**src/rtl/bsg_tx_gen2.sv**
```systemverilog
// Register-programmed serializer: a TX FIFO feeds an MSB-first shifter that
// emits LANES bits per bit period, paced by a CLKDIV-based divider.
module bsg_tx_gen2 #(
    parameter int DATA_W   = 8,
    parameter int LANES    = 1,
    parameter int DEPTH    = 4,
    parameter int DIV_W    = 8,
    parameter bit IDLE_LVL = 1'b0
) (
    input  logic              SYS_CLK,
    input  logic              reset,
    input  logic              bus_valid,
    input  logic              bus_write,
    input  logic [1:0]        bus_addr,
    input  logic [DATA_W-1:0] bus_wdata,
    output logic              bus_ready,
    output logic [DATA_W-1:0] bus_rdata,
    output logic              bus_rvalid,
    output logic [LANES-1:0]  OUT,
    output logic              irq
);
    localparam int GROUPS = DATA_W / LANES;
    localparam int GRP_W  = (GROUPS > 1) ? $clog2(GROUPS) : 1;
    localparam int PTR_W  = (DEPTH > 1) ? $clog2(DEPTH) : 1;
    localparam int CNT_W  = PTR_W + 1;
    localparam logic [LANES-1:0] IDLE_OUT = {LANES{IDLE_LVL}};
    localparam logic [GRP_W-1:0] LAST_GRP = GRP_W'(GROUPS - 1);
    localparam logic [CNT_W-1:0] FULL_CNT = CNT_W'(DEPTH);

    typedef enum logic [1:0] {S_IDLE, S_LOAD, S_SHIFT} state_t;
    state_t state;

    logic              txen;
    logic              intmsk;
    logic              intflag;
    logic [DIV_W-1:0]  clkdiv;

    logic [DATA_W-1:0] mem [DEPTH];
    logic [PTR_W-1:0]  rd_ptr;
    logic [PTR_W-1:0]  wr_ptr;
    logic [CNT_W-1:0]  count;
    logic              full;
    logic              empty;
    logic [DATA_W-1:0] head;

    logic [DATA_W-1:0] shreg;
    logic [GRP_W-1:0]  grp;
    logic [DIV_W-1:0]  div_cnt;
    logic [DIV_W-1:0]  div_cur;

    logic              tick;
    logic              last_tick;
    logic              pop;
    logic              push;
    logic              accept;
    logic              ctrl_wr;
    logic              flush;
    logic              set_flag;
    logic [DATA_W-1:0] rd_mux;

    assign full      = (count == FULL_CNT);
    assign empty     = (count == '0);
    assign head      = mem[rd_ptr];
    assign tick      = (state == S_SHIFT) && (div_cnt == div_cur);
    assign last_tick = tick && (grp == LAST_GRP);
    assign pop       = !empty && ((state == S_LOAD) || (last_tick && txen));
    assign set_flag  = last_tick && empty;

    // A pop in the same cycle frees the slot, so a full-FIFO push still lands.
    assign bus_ready = !(bus_write && (bus_addr == 2'd1) && full && !pop);
    assign accept    = bus_valid && bus_ready;
    assign push      = accept && bus_write && (bus_addr == 2'd1);
    assign ctrl_wr   = accept && bus_write && (bus_addr == 2'd0);
    assign flush     = ctrl_wr && bus_wdata[4];
    assign irq       = intflag && intmsk;

    always_comb begin
        rd_mux = '0;
        case (bus_addr)
            2'd0:    rd_mux[3:0] = {state != S_IDLE, intflag, intmsk, txen};
            2'd2:    rd_mux = DATA_W'(clkdiv);
            2'd3:    rd_mux[CNT_W+1:0] = {empty, full, count};
            default: rd_mux = '0;
        endcase
    end

    always_ff @(posedge SYS_CLK) begin
        if (push) mem[wr_ptr] <= bus_wdata;
    end

    always_ff @(posedge SYS_CLK or posedge reset) begin
        if (reset) begin
            rd_ptr <= '0;
            wr_ptr <= '0;
            count  <= '0;
        end else if (flush) begin
            rd_ptr <= wr_ptr;
            count  <= '0;
        end else begin
            if (push) wr_ptr <= wr_ptr + 1'b1;
            if (pop)  rd_ptr <= rd_ptr + 1'b1;
            count <= count + CNT_W'(push) - CNT_W'(pop);
        end
    end

    always_ff @(posedge SYS_CLK or posedge reset) begin
        if (reset) begin
            txen       <= 1'b0;
            intmsk     <= 1'b0;
            intflag    <= 1'b0;
            clkdiv     <= '0;
            bus_rvalid <= 1'b0;
            bus_rdata  <= '0;
        end else begin
            bus_rvalid <= accept && !bus_write;
            if (accept && !bus_write) bus_rdata <= rd_mux;
            if (ctrl_wr) begin
                txen   <= bus_wdata[0];
                intmsk <= bus_wdata[1];
            end
            if (set_flag)                    intflag <= 1'b1;
            else if (ctrl_wr && bus_wdata[2]) intflag <= 1'b0;
            if (accept && bus_write && (bus_addr == 2'd2)) clkdiv <= DIV_W'(bus_wdata);
        end
    end

    // div_cur latches CLKDIV only at group boundaries so a rewrite never
    // stretches or truncates the group currently on OUT.
    always_ff @(posedge SYS_CLK or posedge reset) begin
        if (reset) begin
            state   <= S_IDLE;
            OUT     <= IDLE_OUT;
            shreg   <= '0;
            grp     <= '0;
            div_cnt <= '0;
            div_cur <= '0;
        end else begin
            case (state)
                S_IDLE: begin
                    if (txen && !empty) state <= S_LOAD;
                end
                S_LOAD: begin
                    if (empty) begin
                        state <= S_IDLE;
                    end else begin
                        OUT     <= head[DATA_W-1 -: LANES];
                        shreg   <= head << LANES;
                        grp     <= '0;
                        div_cnt <= '0;
                        div_cur <= clkdiv;
                        state   <= S_SHIFT;
                    end
                end
                S_SHIFT: begin
                    if (!tick) begin
                        div_cnt <= div_cnt + 1'b1;
                    end else begin
                        div_cnt <= '0;
                        div_cur <= clkdiv;
                        if (!last_tick) begin
                            OUT   <= shreg[DATA_W-1 -: LANES];
                            shreg <= shreg << LANES;
                            grp   <= grp + 1'b1;
                        end else if (pop) begin
                            OUT   <= head[DATA_W-1 -: LANES];
                            shreg <= head << LANES;
                            grp   <= '0;
                        end else begin
                            OUT   <= IDLE_OUT;
                            grp   <= '0;
                            state <= S_IDLE;
                        end
                    end
                end
                default: state <= S_IDLE;
            endcase
        end
    end
endmodule
```
**config.mk**
```make
export PLATFORM = sky130hd
export DESIGN_NAME = bsg_tx_gen2
export DESIGN_NICKNAME = d
export VERILOG_FILES = /design/src/rtl/bsg_tx_gen2.sv
export SDC_FILE = /design/constraint.sdc
export NUM_CORES = 1
export LEC_CHECK = 0
export ABC_AREA = 1
export BUFFER_PORTS_ARGS = -buffer_cell sky130_fd_sc_hd__buf_2
export CORE_UTILIZATION = 40
export DETAILED_ROUTE_END_ITERATION = 7
export PLACE_DENSITY_LB_ADDON = 0.3
export SYNTH_ARGS = -nofsm -noshare
export SYNTH_HDL_FRONTEND = slang
export SYNTH_SLANG_ARGS = --single-unit
```
**constraint.sdc**
```tcl
create_clock -name SYS_CLK -period 4.4 [get_ports SYS_CLK]
set_clock_uncertainty 0.05 [all_clocks]
set_input_delay 0.44 -clock SYS_CLK [delete_from_list [all_inputs] [get_ports SYS_CLK]]
set_output_delay 0.44 -clock SYS_CLK [all_outputs]
set_load 0.01 [all_outputs]
```
==> flow_metrics.tcl, run 1 <==
set metrics [dict create \
    clk_path_buf_depth 2 \
    stdcell_area_um2 4540 \
    dr.pass1.iters 4 \
    ir_drop_mv 0.447 \
    die_h_um 103 \
    rows 36 \
    nets 492 \
    ant_nets 0 \
    ys_types 38 \
    worst_slew_pin_slew_ns 0.844 \
    crit_path_max_fanout 8 \
    clock_sinks 88 \
    setup_violations 0 \
    seq_area_frac_synth_pct 57.6 \
    gr-total-overflow 0 \
    slew_headroom_pct 43.5 \
    leakage_uw 0.00210 \
    syn_area_um2 4100 \
    multi_input_area_um2 1420 \
    synth-main-ff-cell "dfrtp_1" \
    cts_hold_repair.buffers 0 \
    period_minus_slack_ns 2.73 \
    finalMaxSlewViolations 0 \
    cts_buffers 9 \
    drive_above_1_share_pct 13.1 \
    rsz0062_at_grt "no" \
    synth_edf_count 32 \
    critical_path.endpoint_type "register" \
    die_w_um 103 \
    track_usage_pct 17.5 \
    viasPerCell 4.80 \
    wl_per_cell_um 13.6 \
    antenna_found_initial 0 \
    cts_setup_buffers 0 \
    clock-root-buffer "clkbuf_8" \
    crit_arrival_ns 2.99 \
    cts_resized 0 \
    dieArea_um2 10700 \
    cts_htree_levels 3 \
    n_fill_cell 940 \
    syn_inst 440 \
    dp_hpwl_um 5820 \
    grt_pass1_vias 2706 \
    place_area_um2 4350 \
    period_share_pct 62.1 \
    fin_util_pct 46.0 \
    tns_ns 0 \
    diodes 0 \
    cp_data_required_time_ns 4.65 \
    status "finished clean" \
    final_cells 606 \
    gp_congestion 0.860 \
    cts.reportedPaths.clkPinSlew_ns 0.08 \
    io_pins 26 \
    maxCapViolations 0 \
    drc_errors 0 \
    syn2layout_area_growth_pct 10.7 \
    initial_core_util_pct 41.6 \
    synth_nets 464 \
    critPathKind "reg -> reg" \
    dp_cells 590 \
    port_buffers 25 \
    core_um2 9860 \
    num_vias 2911 \
    grt_pass1_wl_um 13700 \
    regArea_um2 2360 \
    finalHoldWorstSlack_ns 0.216 \
    ys_async_sr_fraction_pct 63.6 \
    syn_avg_cell_area_um2 9.32 \
    clock_latency_ns 0.36 \
    drtIter0Drc 269 \
    synth_seq_cells 88 \
    finalHoldViolations 0 \
    yosys_warnings 0 \
    cts_tree "built" \
    wirelength_um 8240 \
    max_freq_mhz 366 \
    grt_start_max_net_pins 57 \
    power.density_nw_per_um2 590 \
    min_path_type "in -> async" \
    startpoint_type "register" \
]
==> layout make-up <==
class / instances / area share [%]
Inverter: 70 / 5.84
Multi-Input combinational cell: 272 / 31.2
Sequential cell: 88 / 52.0
Timing Repair Buffer: 27 / 3.09
Clock buffer: 10 / 2.81
Tap cell: 133 / 3.66
Clock inverter: 6 / 1.32
==> cell usage after synthesis, types with 2 or more instances <==
cell | count | area [um2]
o21ai_2 | 2 | 17.5
nand2_4 | 2 | 22.5
buf_2 | 2 | 10.0
a21oi_1 | 9 | 45.0
nor2_1 | 32 | 120
nand4_1 | 3 | 18.8
nand2_1 | 108 | 405
clkbuf_1 | 5 | 18.8
o22ai_1 | 6 | 37.5
o21ai_1 | 8 | 40.0
nand2_2 | 5 | 31.3
a32o_1 | 2 | 20.0
xor2_1 | 3 | 26.3
inv_1 | 67 | 251
o21ai_0 | 48 | 240
nand3_1 | 12 | 60.1
ha_1 | 9 | 113
nand3_2 | 3 | 30.0
edfxtp_1 | 32 | 961
dfrtp_1 | 56 | 1400
inv_2 | 2 | 7.51
xnor2_1 | 2 | 17.5
nor3_1 | 7 | 35.0
==> path summary, 6_finish.rpt <==
| path | start | end | slack (ns) | depth (start not counted) |
|---|---|---|---|---|
| max | div_cnt[5]$_DFFE_PP0P_ | count[2]$_DFF_PP0_ | 1.67 | 16 |
| min | reset | intflag$_DFFE_PP0P_ | 0.22 | 3 |
| max reg2reg | div_cnt[5]$_DFFE_PP0P_ | count[2]$_DFF_PP0_ | 1.67 | 16 |
| min reg2reg | OUT$_DFFE_PP0P_ | OUT$_DFFE_PP0P_ | 0.43 | 2 |
| max in group asynchronous | reset | shreg[6]$_DFFE_PP0P_ | 3.60 | 3 |
| min in group SYS_CLK | bus_wdata[5] | mem[3][5]$_DFFE_PP_ | 0.30 | 1 |
==> sequential cells by signal, summed over array words and instances, names as in the netlist, 2 cells and up <==
register	flops
bus_rdata	8
clkdiv	8
count	3
div_cnt	8
div_cur	8
grp	3
mem	32
rd_ptr	2
shreg	7
state	2
wr_ptr	2
==> per-stage QoR <==
step	worst slack [ns]	power (uW)
2_1_floorplan	1.88	1920
3_3_place_gp	1.76	2130
3_5_place_dp	1.64	2160
4_1_cts	1.62	2700
5_1_grt	1.42	2900
6_report	1.67	2680
==> power by group <==
group	switching (uW)	internal, uW	leakage (uW)
registers	154	1030	0.000997
clock network	277	260	0.0000937
logic	625	331	0.00101
==> worst max-delay path, cell delays in order (launching register included) <==
cell and delay [ns]:
dfrtp_1 0.44, nand2_1 0.10, nand2_1 0.05, nor2_1 0.10, nand2_1 0.09, nor2_4 0.18, nand4_4 0.15, nand3_4 0.14
nand3_2 0.16, ha_1 0.32, inv_1 0.06, ha_1 0.13, inv_1 0.05, fa_1 0.37, xnor2_1 0.17, nand2_1 0.07
inv_1 0.05
==> cells by family after synthesis <==
group,share of synthesized area (%)
flip-flops,57.6
AND/OR/NAND/NOR,19.6
buffers and inverters,7.84
AO/OA/AOI/OAI,10.7
adder cells (fa/ha/maj),3.23
XOR/XNOR,1.07
==> routing by layer <==
metal	global-route usage [%]	part of all wire (%)	vias to the layer above
li1	-	-	1486
met1	24.5	48	1362
met2	25.7	47	54
met3	4.17	3.6	9
met4	8.02	1.7	0
met5	0	0	-
==> placed cells by master, fill, tap and decap left out, drive strengths merged <==
master	Yosys	layout
nand2	115	115
inv	70	70
o21ai	58	58
dfrtp	56	56
nor2	34	34
edfxtp	32	32
buf	4	27
nand3	16	16
clkbuf	6	10
a21oi	9	9
ha	9	9
nor3	8	8
o22ai	6	6
nand4	4	4
clkinv	0	4
xor2	3	3
xnor2	2	2
a32o	2	2
o221ai	1	1
o21bai	1	1
a221oi	1	1
o211ai	1	1
a31oi	1	1
fa	1	1
bufinv	0	1
clkinvlp	0	1
(Power assumes the default switching activity.)
==> run 2, diff against run 1 <==
Clock period 4.4 ns to 2.3 ns, I/O delays scaled along.
==> run 2 against run 1 <==
  * The run now ends with negative setup slack left
  * Clock power grew 96%
  * Register-to-register slack lost 1.7 ns
  * Global-route usage grew 0.98 points
  * Sequential power grew 85%
  * Setup slack lost 1.7 ns
  * Count of clock-buffer cells in the layout shrank 1
  * Final cell count grew 7.9%
  * Total power grew 110%
  * Maximum frequency grew 15%
  * Wire length grew 5.4%
  * First-iteration DRC count shrank 30%
  * Largest power group is now combinational cells
  * Core utilization grew 4.6 points
==> flow_metrics.tcl, run 2 (synthesis gave the netlist of run 1 again) <==
set metrics [dict create \
    status "complete, but fails checks" \
    violations "negative setup slack" \
    grt_pass1_vias 3043 \
    io_pins 26 \
    max_freq_mhz 420 \
    cts.reportedPaths.clkPinSlew_ns 0.09 \
    ant_nets 0 \
    startpoint_type "register" \
    gp_congestion 0.856 \
    drive_above_1_share_pct 23.6 \
    min_path_type "in -> reg" \
    nets 540 \
    wirelength_um 8690 \
    clock_sinks 88 \
    drc_errors 0 \
    cts_buffers 9 \
    finalHoldViolations 0 \
    layout_common_cells "nand2_1, inv_1, dfrtp_1" \
    dr.pass1.iters 5 \
    multi_input_area_um2 1480 \
    grt_pass1_wl_um 14700 \
    antenna_found_initial 0 \
    tns_ns -0.153 \
    slew_headroom_pct 67.0 \
    cpPeakStageDelay_ns 0.37 \
    drtIter0Drc 188 \
    drt-met1-wl_um 4010 \
    dieArea_um2 10700 \
    viasPerCell 4.84 \
    crit_chain "inv_1, nand2_1, nand2_1, nor2_2, nand2_1, nor2_4, nand4_4, nand3_4, nand3_4, ha_4, inv_2, ha_4, inv_2, fa_1, xnor2_1, nand2_1, inv_1" \
    route.met2.wl_um 4190 \
    num_vias 3165 \
    gr-total-overflow 0 \
    initial_core_util_pct 41.6 \
    port_buffers 25 \
    rsz0062_at_grt "yes" \
    period_minus_slack_ns 2.38 \
    grt_start_max_net_pins 25 \
    setup_ws_ns -0.0795 \
    critical_path.endpoint_type "register" \
    cp_data_required_time_ns 2.49 \
    fin_util_pct 50.6 \
    finalMaxSlewViolations 0 \
    regArea_um2 2360 \
    rows 36 \
    clock_latency_ns 0.35 \
    crit_path_max_fanout 3 \
    cp_slowest_cell "dfrtp_1" \
    final_common_cell "nand2_1" \
    crit_arrival_ns 2.57 \
    syn2layout_area_growth_pct 21.7 \
    core_um2 9860 \
    critPathKind "reg -> reg" \
    diodes 0 \
    track_usage_pct 18.4 \
    maxCapViolations 0 \
    ir_drop_mv 0.559 \
    power.density_nw_per_um2 1120 \
    crit_top_cell "nand2_1" \
    dp_hpwl_um 6080 \
    die_h_um 103 \
    regMostFlops "mem" \
    clock-root-buffer "clkbuf_8" \
    top_layer_used "met4" \
    die_w_um 103 \
    leakage_uw 0.00235 \
    clk_path_buf_depth 2 \
    cts_htree_levels 3 \
    wl_per_cell_um 13.3 \
    worst_slew_pin_slew_ns 0.492 \
    cts_tree "built" \
    wl_met3_um 326 \
    largest_reg_flops 32 \
    period_share_pct 103 \
    n_fill_cell 905 \
    setup_violations 2 \
]
## run 2: what timing repair did
action,CTS,global route
resized for setup,1,12
pin swaps,2,12
hold buffers,1,0
hold endpoints to repair,22,0
endpoints found under the setup margin,2,9
buffers inserted,12,1
## run 2: per-layer routing
| metal | vias up | track usage, % |
|---|---|---|
| met3 | 13 | 4.17 |
| met2 | 66 | 29.5 |
| met5 | - | 0 |
| met1 | 1503 | 24.8 |
| li1 | 1583 | - |
| met4 | 0 | 6.50 |
## run 2: worst max-delay path, delay by kind of cell, from the launching register on
kind / cells / cell delay, ns
xor+xnor: 1 / 0.13
fa+ha+maj: 3 / 0.71
simple gates: 9 / 0.82
buf+inv: 4 / 0.18
flops: 1 / 0.37
## run 2: through the flow
step / cells / worst slack [ns] / area (um2) / hold slack (ns) / power (uW)
3_3_place_gp: 626 / -0.0103 / 4670 / 0.230 / 4370
3_5_place_dp: 626 / -0.0521 / 4670 / 0.244 / 4420
2_1_floorplan: 440 / -0.111 / 4140 / 0.279 / 3700
6_report: 654 / -0.0795 / 4990 / 0.0964 / 5590
5_1_grt: 654 / -0.271 / 4990 / 0.0788 / 6070
4_1_cts: 655 / -0.0536 / 4970 / 0.0859 / 5580
## run 2: layout make-up
cell class,count,area share (%)
sequential,88,47.3
multi-input combinational,272,29.7
timing repair buffer,75,10.5
clock inverter,7,1.40
clock buffer,9,2.48
tap,133,3.33
inverter,70,5.31
## run 2: path summary, 6_finish.rpt
check                      cells after the start                    end              startpoint  slack (ns)
max in group asynchronous                      4   shreg[4]$_DFFE_PP0P_                   reset        1.14
setup / recovery                              17     count[2]$_DFF_PP0_  div_cnt[6]$_DFFE_PP0P_       -0.08
min in group asynchronous                      3  clkdiv[3]$_DFFE_PP0P_                   reset        0.40
hold / removal                                 1    mem[3][3]$_DFFE_PP_            bus_wdata[3]         0.1
setup reg to reg                              17     count[2]$_DFF_PP0_  div_cnt[6]$_DFFE_PP0P_       -0.08
hold reg to reg                                2        OUT$_DFFE_PP0P_         OUT$_DFFE_PP0P_        0.44
## run 2: report_power, final
part / leakage (uW) / total, uW / internal, uW / switching (uW)
combinational: 0.00126 / 2330 / 961 / 1370
clock: 0.0000955 / 1050 / 501 / 549
sequential: 0.000997 / 2200 / 1970 / 229
total: 0.00235 / 5590 / 3430 / 2150
